**src/rtl/nfca_poll_if.sv**
```systemverilog
// Handshake and stream bundle between the NFC-A poll sequencer (master side),
// the host command logic and the NFC-A TX/RX byte streams (slave side).
interface nfca_poll_if;
    logic        start;
    logic        busy;
    logic        done;
    logic [1:0]  result;
    logic [15:0] atqa;
    logic [31:0] uid;
    logic        tx_tvalid;
    logic        tx_tready;
    logic [7:0]  tx_tdata;
    logic [3:0]  tx_tdatab;
    logic        tx_tlast;
    logic        rx_tvalid;
    logic [7:0]  rx_tdata;
    logic [3:0]  rx_tdatab;
    logic        rx_tend;
    logic        rx_terr;

    modport master (
        input  start, tx_tready, rx_tvalid, rx_tdata, rx_tdatab, rx_tend, rx_terr,
        output busy, done, result, atqa, uid, tx_tvalid, tx_tdata, tx_tdatab, tx_tlast
    );

    modport slave (
        output start, tx_tready, rx_tvalid, rx_tdata, rx_tdatab, rx_tend, rx_terr,
        input  busy, done, result, atqa, uid, tx_tvalid, tx_tdata, tx_tdatab, tx_tlast
    );
endinterface

```
**src/rtl/nfca_poll_sequencer.sv**
```systemverilog
// ISO14443-A card-detect sequencer: REQA -> ATQA -> guard -> ANTICOLLISION CL1 -> UID+BCC.
// state     | meaning
// IDLE      | waiting for start
// TX_REQA   | presenting the 7-bit REQA frame
// WAIT_ATQA | collecting ATQA, timeout running
// GUARD     | idle gap before ANTICOLLISION
// TX_AC     | presenting 0x93 0x20
// WAIT_UID  | collecting UID CL1 + BCC, timeout running
// DONE      | one-cycle completion pulse
module nfca_poll_sequencer #(
    parameter int TIMEOUT_CYC = 81360,
    parameter int GUARD_CYC   = 8136
) (
    input logic         clk,
    input logic         rst,
    nfca_poll_if.master bus
);
    localparam int TW = $clog2(TIMEOUT_CYC + 1);
    localparam int GW = $clog2(GUARD_CYC + 1);
    localparam logic [TW-1:0] TMO_MAX  = TW'(TIMEOUT_CYC);
    localparam logic [TW-1:0] TMO_LAST = TW'(TIMEOUT_CYC - 1);
    localparam logic [GW-1:0] GRD_LAST = GW'(GUARD_CYC - 1);

    localparam logic [2:0] S_IDLE      = 3'd0;
    localparam logic [2:0] S_TX_REQA   = 3'd1;
    localparam logic [2:0] S_WAIT_ATQA = 3'd2;
    localparam logic [2:0] S_GUARD     = 3'd3;
    localparam logic [2:0] S_TX_AC     = 3'd4;
    localparam logic [2:0] S_WAIT_UID  = 3'd5;
    localparam logic [2:0] S_DONE      = 3'd6;

    logic [2:0]      state_q, state_d;
    logic [TW-1:0]   timer_q, timer_d;
    logic [GW-1:0]   guard_q, guard_d;
    logic [2:0]      cnt_q, cnt_d;
    logic            bad_q, bad_d;
    logic            ac_beat_q, ac_beat_d;
    logic [4:0][7:0] rxb_q, rxb_d;
    logic [1:0]      result_q, result_d;
    logic [15:0]     atqa_q, atqa_d;
    logic [31:0]     uid_q, uid_d;

    logic            tx_valid;
    logic [7:0]      tx_data;
    logic [3:0]      tx_datab;
    logic            tx_last;
    logic            tx_fire;
    logic [2:0]      cnt_nx;
    logic            bad_nx;
    logic [4:0][7:0] rxb_nx;
    logic [7:0]      bcc;

    always_comb begin
        tx_valid = 1'b0;
        tx_data  = 8'h00;
        tx_datab = 4'd0;
        tx_last  = 1'b0;
        case (state_q)
            S_TX_REQA: begin
                tx_valid = 1'b1;
                tx_data  = 8'h26;
                tx_datab = 4'd7;
                tx_last  = 1'b1;
            end
            S_TX_AC: begin
                tx_valid = 1'b1;
                tx_data  = ac_beat_q ? 8'h20 : 8'h93;
                tx_datab = 4'd8;
                tx_last  = ac_beat_q;
            end
            default: ;
        endcase
    end

    assign tx_fire = tx_valid & bus.tx_tready;

    // The frame-end beat may carry the last byte, so decisions use the post-beat view.
    always_comb begin
        cnt_nx = cnt_q;
        bad_nx = bad_q;
        rxb_nx = rxb_q;
        if (bus.rx_tvalid) begin
            for (int i = 0; i < 5; i++) begin
                if (cnt_q == 3'(i)) rxb_nx[i] = bus.rx_tdata;
            end
            if (cnt_q != 3'd7) cnt_nx = cnt_q + 3'd1;
            if (bus.rx_tdatab != 4'd8) bad_nx = 1'b1;
        end
        bcc = rxb_nx[0] ^ rxb_nx[1] ^ rxb_nx[2] ^ rxb_nx[3];
    end

    always_comb begin
        state_d   = state_q;
        timer_d   = timer_q;
        guard_d   = guard_q;
        cnt_d     = cnt_q;
        bad_d     = bad_q;
        ac_beat_d = ac_beat_q;
        rxb_d     = rxb_q;
        result_d  = result_q;
        atqa_d    = atqa_q;
        uid_d     = uid_q;
        case (state_q)
            S_IDLE: begin
                if (bus.start) begin
                    state_d  = S_TX_REQA;
                    result_d = 2'd0;
                    atqa_d   = 16'h0000;
                    uid_d    = 32'h0000_0000;
                end
            end
            S_TX_REQA: begin
                if (tx_fire) begin
                    timer_d = '0;
                    cnt_d   = 3'd0;
                    bad_d   = 1'b0;
                    state_d = S_WAIT_ATQA;
                end
            end
            S_WAIT_ATQA, S_WAIT_UID: begin
                cnt_d   = cnt_nx;
                bad_d   = bad_nx;
                rxb_d   = rxb_nx;
                timer_d = (timer_q == TMO_MAX) ? timer_q : timer_q + TW'(1);
                if (bus.rx_tend) begin
                    state_d = S_DONE;
                    if (bus.rx_terr) begin
                        result_d = 2'd2;
                    end else if (state_q == S_WAIT_ATQA) begin
                        if (cnt_nx == 3'd2 && !bad_nx) begin
                            atqa_d  = {rxb_nx[1], rxb_nx[0]};
                            guard_d = '0;
                            state_d = S_GUARD;
                        end else begin
                            result_d = 2'd2;
                        end
                    end else if (cnt_nx != 3'd5 || bad_nx) begin
                        result_d = 2'd2;
                    end else if (bcc != rxb_nx[4]) begin
                        result_d = 2'd3;
                    end else begin
                        result_d = 2'd0;
                        uid_d    = {rxb_nx[3], rxb_nx[2], rxb_nx[1], rxb_nx[0]};
                    end
                end else if (timer_q == TMO_LAST) begin
                    result_d = 2'd1;
                    state_d  = S_DONE;
                end
            end
            S_GUARD: begin
                guard_d = guard_q + GW'(1);
                if (guard_q == GRD_LAST) begin
                    ac_beat_d = 1'b0;
                    state_d   = S_TX_AC;
                end
            end
            S_TX_AC: begin
                if (tx_fire) begin
                    if (!ac_beat_q) begin
                        ac_beat_d = 1'b1;
                    end else begin
                        ac_beat_d = 1'b0;
                        timer_d   = '0;
                        cnt_d     = 3'd0;
                        bad_d     = 1'b0;
                        state_d   = S_WAIT_UID;
                    end
                end
            end
            S_DONE:  state_d = S_IDLE;
            default: state_d = S_IDLE;
        endcase
    end

    always_ff @(posedge clk or posedge rst) begin
        if (rst) begin
            state_q   <= S_IDLE;
            timer_q   <= '0;
            guard_q   <= '0;
            cnt_q     <= 3'd0;
            bad_q     <= 1'b0;
            ac_beat_q <= 1'b0;
            rxb_q     <= '0;
            result_q  <= 2'd0;
            atqa_q    <= 16'h0000;
            uid_q     <= 32'h0000_0000;
        end else begin
            state_q   <= state_d;
            timer_q   <= timer_d;
            guard_q   <= guard_d;
            cnt_q     <= cnt_d;
            bad_q     <= bad_d;
            ac_beat_q <= ac_beat_d;
            rxb_q     <= rxb_d;
            result_q  <= result_d;
            atqa_q    <= atqa_d;
            uid_q     <= uid_d;
        end
    end

    assign bus.busy      = (state_q != S_IDLE) && (state_q != S_DONE);
    assign bus.done      = (state_q == S_DONE);
    assign bus.result    = result_q;
    assign bus.atqa      = atqa_q;
    assign bus.uid       = uid_q;
    assign bus.tx_tvalid = tx_valid;
    assign bus.tx_tdata  = tx_data;
    assign bus.tx_tdatab = tx_datab;
    assign bus.tx_tlast  = tx_last;
endmodule

```
**src/flat_wrapper.sv**
```systemverilog
// flat-port wrapper written by rule: the top's interface ports become plain ports
module nfca_poll_sequencer_flat 
#(
    parameter int TIMEOUT_CYC = 81360,
    parameter int GUARD_CYC   = 8136
)
  (clk, rst, bus_start, bus_tx_tready, bus_rx_tvalid, bus_rx_tdata, bus_rx_tdatab, bus_rx_tend, bus_rx_terr, bus_busy, bus_done, bus_result, bus_atqa, bus_uid, bus_tx_tvalid, bus_tx_tdata, bus_tx_tdatab, bus_tx_tlast);
  nfca_poll_if bus_i ();
  input logic clk;
  input logic rst;
  input wire logic [$bits(bus_i.start)-1:0] bus_start;
  input wire logic [$bits(bus_i.tx_tready)-1:0] bus_tx_tready;
  input wire logic [$bits(bus_i.rx_tvalid)-1:0] bus_rx_tvalid;
  input wire logic [$bits(bus_i.rx_tdata)-1:0] bus_rx_tdata;
  input wire logic [$bits(bus_i.rx_tdatab)-1:0] bus_rx_tdatab;
  input wire logic [$bits(bus_i.rx_tend)-1:0] bus_rx_tend;
  input wire logic [$bits(bus_i.rx_terr)-1:0] bus_rx_terr;
  output wire logic [$bits(bus_i.busy)-1:0] bus_busy;
  output wire logic [$bits(bus_i.done)-1:0] bus_done;
  output wire logic [$bits(bus_i.result)-1:0] bus_result;
  output wire logic [$bits(bus_i.atqa)-1:0] bus_atqa;
  output wire logic [$bits(bus_i.uid)-1:0] bus_uid;
  output wire logic [$bits(bus_i.tx_tvalid)-1:0] bus_tx_tvalid;
  output wire logic [$bits(bus_i.tx_tdata)-1:0] bus_tx_tdata;
  output wire logic [$bits(bus_i.tx_tdatab)-1:0] bus_tx_tdatab;
  output wire logic [$bits(bus_i.tx_tlast)-1:0] bus_tx_tlast;
  assign bus_i.start = bus_start;
  assign bus_i.tx_tready = bus_tx_tready;
  assign bus_i.rx_tvalid = bus_rx_tvalid;
  assign bus_i.rx_tdata = bus_rx_tdata;
  assign bus_i.rx_tdatab = bus_rx_tdatab;
  assign bus_i.rx_tend = bus_rx_tend;
  assign bus_i.rx_terr = bus_rx_terr;
  assign bus_busy = bus_i.busy;
  assign bus_done = bus_i.done;
  assign bus_result = bus_i.result;
  assign bus_atqa = bus_i.atqa;
  assign bus_uid = bus_i.uid;
  assign bus_tx_tvalid = bus_i.tx_tvalid;
  assign bus_tx_tdata = bus_i.tx_tdata;
  assign bus_tx_tdatab = bus_i.tx_tdatab;
  assign bus_tx_tlast = bus_i.tx_tlast;
  nfca_poll_sequencer #(.TIMEOUT_CYC(TIMEOUT_CYC), .GUARD_CYC(GUARD_CYC)) u_core (.clk(clk), .rst(rst), .bus(bus_i));
endmodule
```
**config.mk**
```make
export PLATFORM = sky130hd
export DESIGN_NAME = nfca_poll_sequencer_flat
export DESIGN_NICKNAME = d
export VERILOG_FILES = /design/src/rtl/nfca_poll_if.sv /design/src/rtl/nfca_poll_sequencer.sv /design/src/flat_wrapper.sv
export SDC_FILE = /design/constraint.sdc
export NUM_CORES = 1
export LEC_CHECK = 0
export BUFFER_PORTS_ARGS = -buffer_cell sky130_fd_sc_hd__clkbuf_2
export CAP_MARGIN = 30
export CELL_PAD_IN_SITES_DETAIL_PLACEMENT = 0
export CELL_PAD_IN_SITES_GLOBAL_PLACEMENT = 1
export CORE_MARGIN = 8
export CORE_UTILIZATION = 46
export CTS_CLUSTER_DIAMETER = 60
export DETAILED_ROUTE_END_ITERATION = 10
export PLACE_DENSITY_LB_ADDON = 0.08
export RECOVER_POWER = 50
export SETUP_SLACK_MARGIN = 0.2
export SLEW_MARGIN = 20
export SYNTH_ARGS = -nofsm -noshare
export SYNTH_HDL_FRONTEND = slang
export SYNTH_SLANG_ARGS = --single-unit
```
**constraint.sdc**
```tcl
create_clock -name clk -period 6.6 [get_ports clk]
set_input_delay 1.98 -clock clk [delete_from_list [all_inputs] [get_ports clk]]
set_output_delay 1.98 -clock clk [all_outputs]
set_load 0.05 [all_outputs]
```
==> summary.md <==
| Metric | Value |
|---|---|
| Status | finished, violations left |
| Violated checks | max-capacitance violations, max-slew violations |
| Wire per inst | 19.90 um |
| Pins Over Slew Limit | 56 |
| Setup crit start kind | primary input |
| PostCTS Resize Cnt | 0 |
| Worst R2R Path Depth | 12 |
| Post-synthesis sequential area ratio | 0.4156 |
| Via Count | 6592 |
| Leak | 0.003816 uW |
| Gr busiest metal | met2 |
| Comb pwr share | 0.449 |
| Most frequent cells in the layout | nand2_1 (139), dfrtp_1 (128), o211ai_1 (58), clkbuf_2 (56), mux2_2 (55) |
| Met3 usage | 0.04198 |
| Crit-path max FO | 35 |
| Layout Nets | 912 |
| Die footprint | 21150 um2 |
| Row cnt | 47 |
| CTS tree | built |
| Warnings, synthesis | 0 |
| Worst-Skew Late Latency | 0.43 ns |
| Ratio of final minimum period to clock period | 0.8338 |
| P_sw | 1727 uW |
| Post-Route Skew | 0.01753 ns |
| Area Overhead vs Synth | 14.01% |
| Clock Pin Slew Worst Setup and Hold Paths | around 0.060 ns |
| Setup bufs post-CTS | 0 |
| DIE WIDTH | 145.4 um |
| Global-route wire length before repair | roughly 36 mm |
| Max-cap violation count | 1 |
| Core footprint | 16470 um2 |
| Fmax | between 150 and 200 MHz |
| Crit path time final | 5.503 ns |
| Die height | around 150 um |
| Hold/Removal Path Class | register to register |
| Drt drc | 0 |
| Hold_ws | a little over 0.5 ns |
| Slew headroom | -0.9818 |
| Root buffer cell | clkbuf_16 |
| Dpl cell area | 8212 um2 |
| RSZ-0062 raised after global routing | false |
| Routability congestion estimate | 0.9010 |
| I/O pin count | 85 |
| Mean Syn Cell Area | 9.219 um2 |
| Largest net degree at the start of global routing | 74 |
| DP HPWL | 15.64 mm |
| Total negative setup slack | 0 ns |
| Cts hold-fix bufs | 0 |
| Worst IR drop on VDD | 0.0001981 V |
| Clock Sinks | 128 |
| TritonCTS Buffers | 17 |
| Kind of critical path | primary input to register |
| Sequential Power Share | 0.306 |
| Ant. Diodes | 0 |
| M1 GR Usage | 0.3071 |
| Gr usage total | 0.2132 |
| Actual slew at the worst max-slew pin | 2.973 ns |
| Share of cells above drive strength 1 | 0.1869 |
| Number of synthesized flops with an enable pin | 0 |
| Commonest register cell after synthesis | dfrtp_1 |
| Netlist cell types | 71 |
| CP endpoint kind | register |
| Total gr overflow | 0 |
| Synth async-reset ratio | 1.000 |
| H-tree depth | 4 |
| Post-Syn Area | 7707 um2 |
| Met2 usage | 0.3157 |
| Hold depth | 2 |
| Iter 0 DRT Violations | between 400 and 500 |
| Final Hold Viols | 0 |
| Endpoints failing setup | 0 |
| Clock Path Buffers | 2 |
| Post-route antenna net violation count | 0 |
| Sw Share | 0.4538 |
| Initial core utilization | 0.4681 |
| Post-route cell area | 8787 um2 |
| Number of global-route vias before repair | ~6300 |
| Synth Instances | 836 |
| Commonest non-fill, non-tap cell in the layout | nand2_1 |
| Internal | 2078 uW |
| Initial antenna violation count | 0 |
| Clock power share | 0.245 |
| DR pass1 iterations | 5 |
| Core Util, Final | 0.5337 |
| Arrival time worst endpoint | 5.84 ns |
| Drt via density | 5.891 |
| IO buf count | 82 |
| Post-synthesis register bit count | 128 |
| Req. time, crit path | 6.93 ns |
| Power Density | 433.0 nW/um2 |
| Post-Route WL | about 22 mm |
-- critical path: stages --
cell and delay, ns:
clkbuf_1 0.73, and3b_1 0.59, a221oi_1 0.15, o31ai_1 0.29, xnor3_1 0.26, nor2_1 0.18, nand4_2 0.12, buf_4 0.26
or4b_1 0.80, buf_8 0.26, o211ai_1 0.20
-- cell type report --
class / count / area [um2]
timing repair buffer: 96 / 503.0
inverter: 16 / 61.31
clock inverter: 12 / 135.1
multi-input combinational: 627 / 4163
fill: 1549 / 7679
tap: 220 / 275.3
sequential: 128 / 3203
clock buffer: 20 / 446.7
-- flip-flops by register name (all words and copies together) (netlist names) --
signal / flops
u_core.bus.result: 2
u_core.timer_q: 17
u_core.guard_q: 13
u_core.ac_beat_q: 1
u_core.cnt_q: 3
u_core.bus.uid: 32
u_core.rxb_q: 40
u_core.bus.atqa: 16
u_core.bad_q: 1
u_core.state_q: 3
-- path summary, 6_finish.rpt --
check	startpoint	endpoint	slack, ns
setup reg to reg	u_core.cnt_q[0]$_DFFE_PP0P_	u_core.bus.uid[21]$_DFFE_PP0P_	2.26
min in group asynchronous	rst	u_core.guard_q[11]$_DFFE_PP0P_	1.93
max in group asynchronous	rst	u_core.rxb_q[29]$_DFFE_PP0N_	2.21
hold reg to reg	u_core.bad_q$_DFFE_PP0P_	u_core.bad_q$_DFFE_PP0P_	0.50
setup / recovery	bus_rx_tvalid	u_core.bus.uid[21]$_DFFE_PP0P_	1.10
hold / removal	u_core.bad_q$_DFFE_PP0P_	u_core.bad_q$_DFFE_PP0P_	0.50
-- stage by stage --
stage	power (uW)	cells	setup slack, ns
floorplan	2443	837	1.207
global placement	2850	1084	0.9022
detailed placement	2880	1085	1.080
CTS	3820	1117	1.520
global route	4030	1119	0.7779
finish	3805	1119	1.097
-- cell families after synthesis --
kind of cell / count (synthesis) / synth area share
simple gates: 283 / 0.1718
compound gates: 208 / 0.1856
flops: 128 / 0.4156
buf+inv: 82 / 0.04789
mux: 65 / 0.09334
xor+xnor: 62 / 0.07403
fa+ha+maj: 7 / 0.01136
other cells: 1 / 0.0004865
-- power by group through the flow --
| stage | logic [uW] | registers, uW | clock network, uW |
|---|---|---|---|
| after floorplan | 1230 | 1210 | 0 |
| after global placement | 1680 | 1170 | 0 |
| after detailed placement | 1710 | 1170 | 0 |
| after CTS | 1710 | 1160 | 946 |
| after global routing | 1850 | 1190 | 982 |
| final | 1710 | 1160 | 931 |
-- Yosys cell counts (5+ instances only) --
cell type / number / area (um2)
nor3_1: 5 / 25.02
o31ai_1: 8 / 60.06
a21oi_1: 33 / 165.2
or3_1: 5 / 31.28
o221ai_1: 6 / 52.55
a21o_1: 5 / 37.54
mux2i_1: 10 / 100.1
nand4_1: 7 / 43.79
o211ai_1: 58 / 435.4
o22ai_1: 9 / 56.30
o21ai_0: 34 / 170.2
a31oi_1: 8 / 50.05
nand2b_1: 10 / 62.56
clkbuf_1: 38 / 142.6
ha_1: 7 / 87.58
and3_1: 8 / 50.05
dfrtp_1: 128 / 3203
xnor2_1: 29 / 254.0
nand2_1: 139 / 521.8
buf_4: 11 / 82.58
buf_2: 16 / 80.08
inv_1: 15 / 56.30
nand3_1: 21 / 105.1
xor2_1: 31 / 271.5
nor2_1: 53 / 198.9
mux2_2: 55 / 619.3
nor4_1: 5 / 31.28
-- layer usage --
metal	vias to the layer above	part of all wire
met5	-	0
met4	0	0.011
met3	14	0.049
met2	174	0.44
met1	3298	0.50
li1	3106	-
Power figures use the tool's default switching activity.
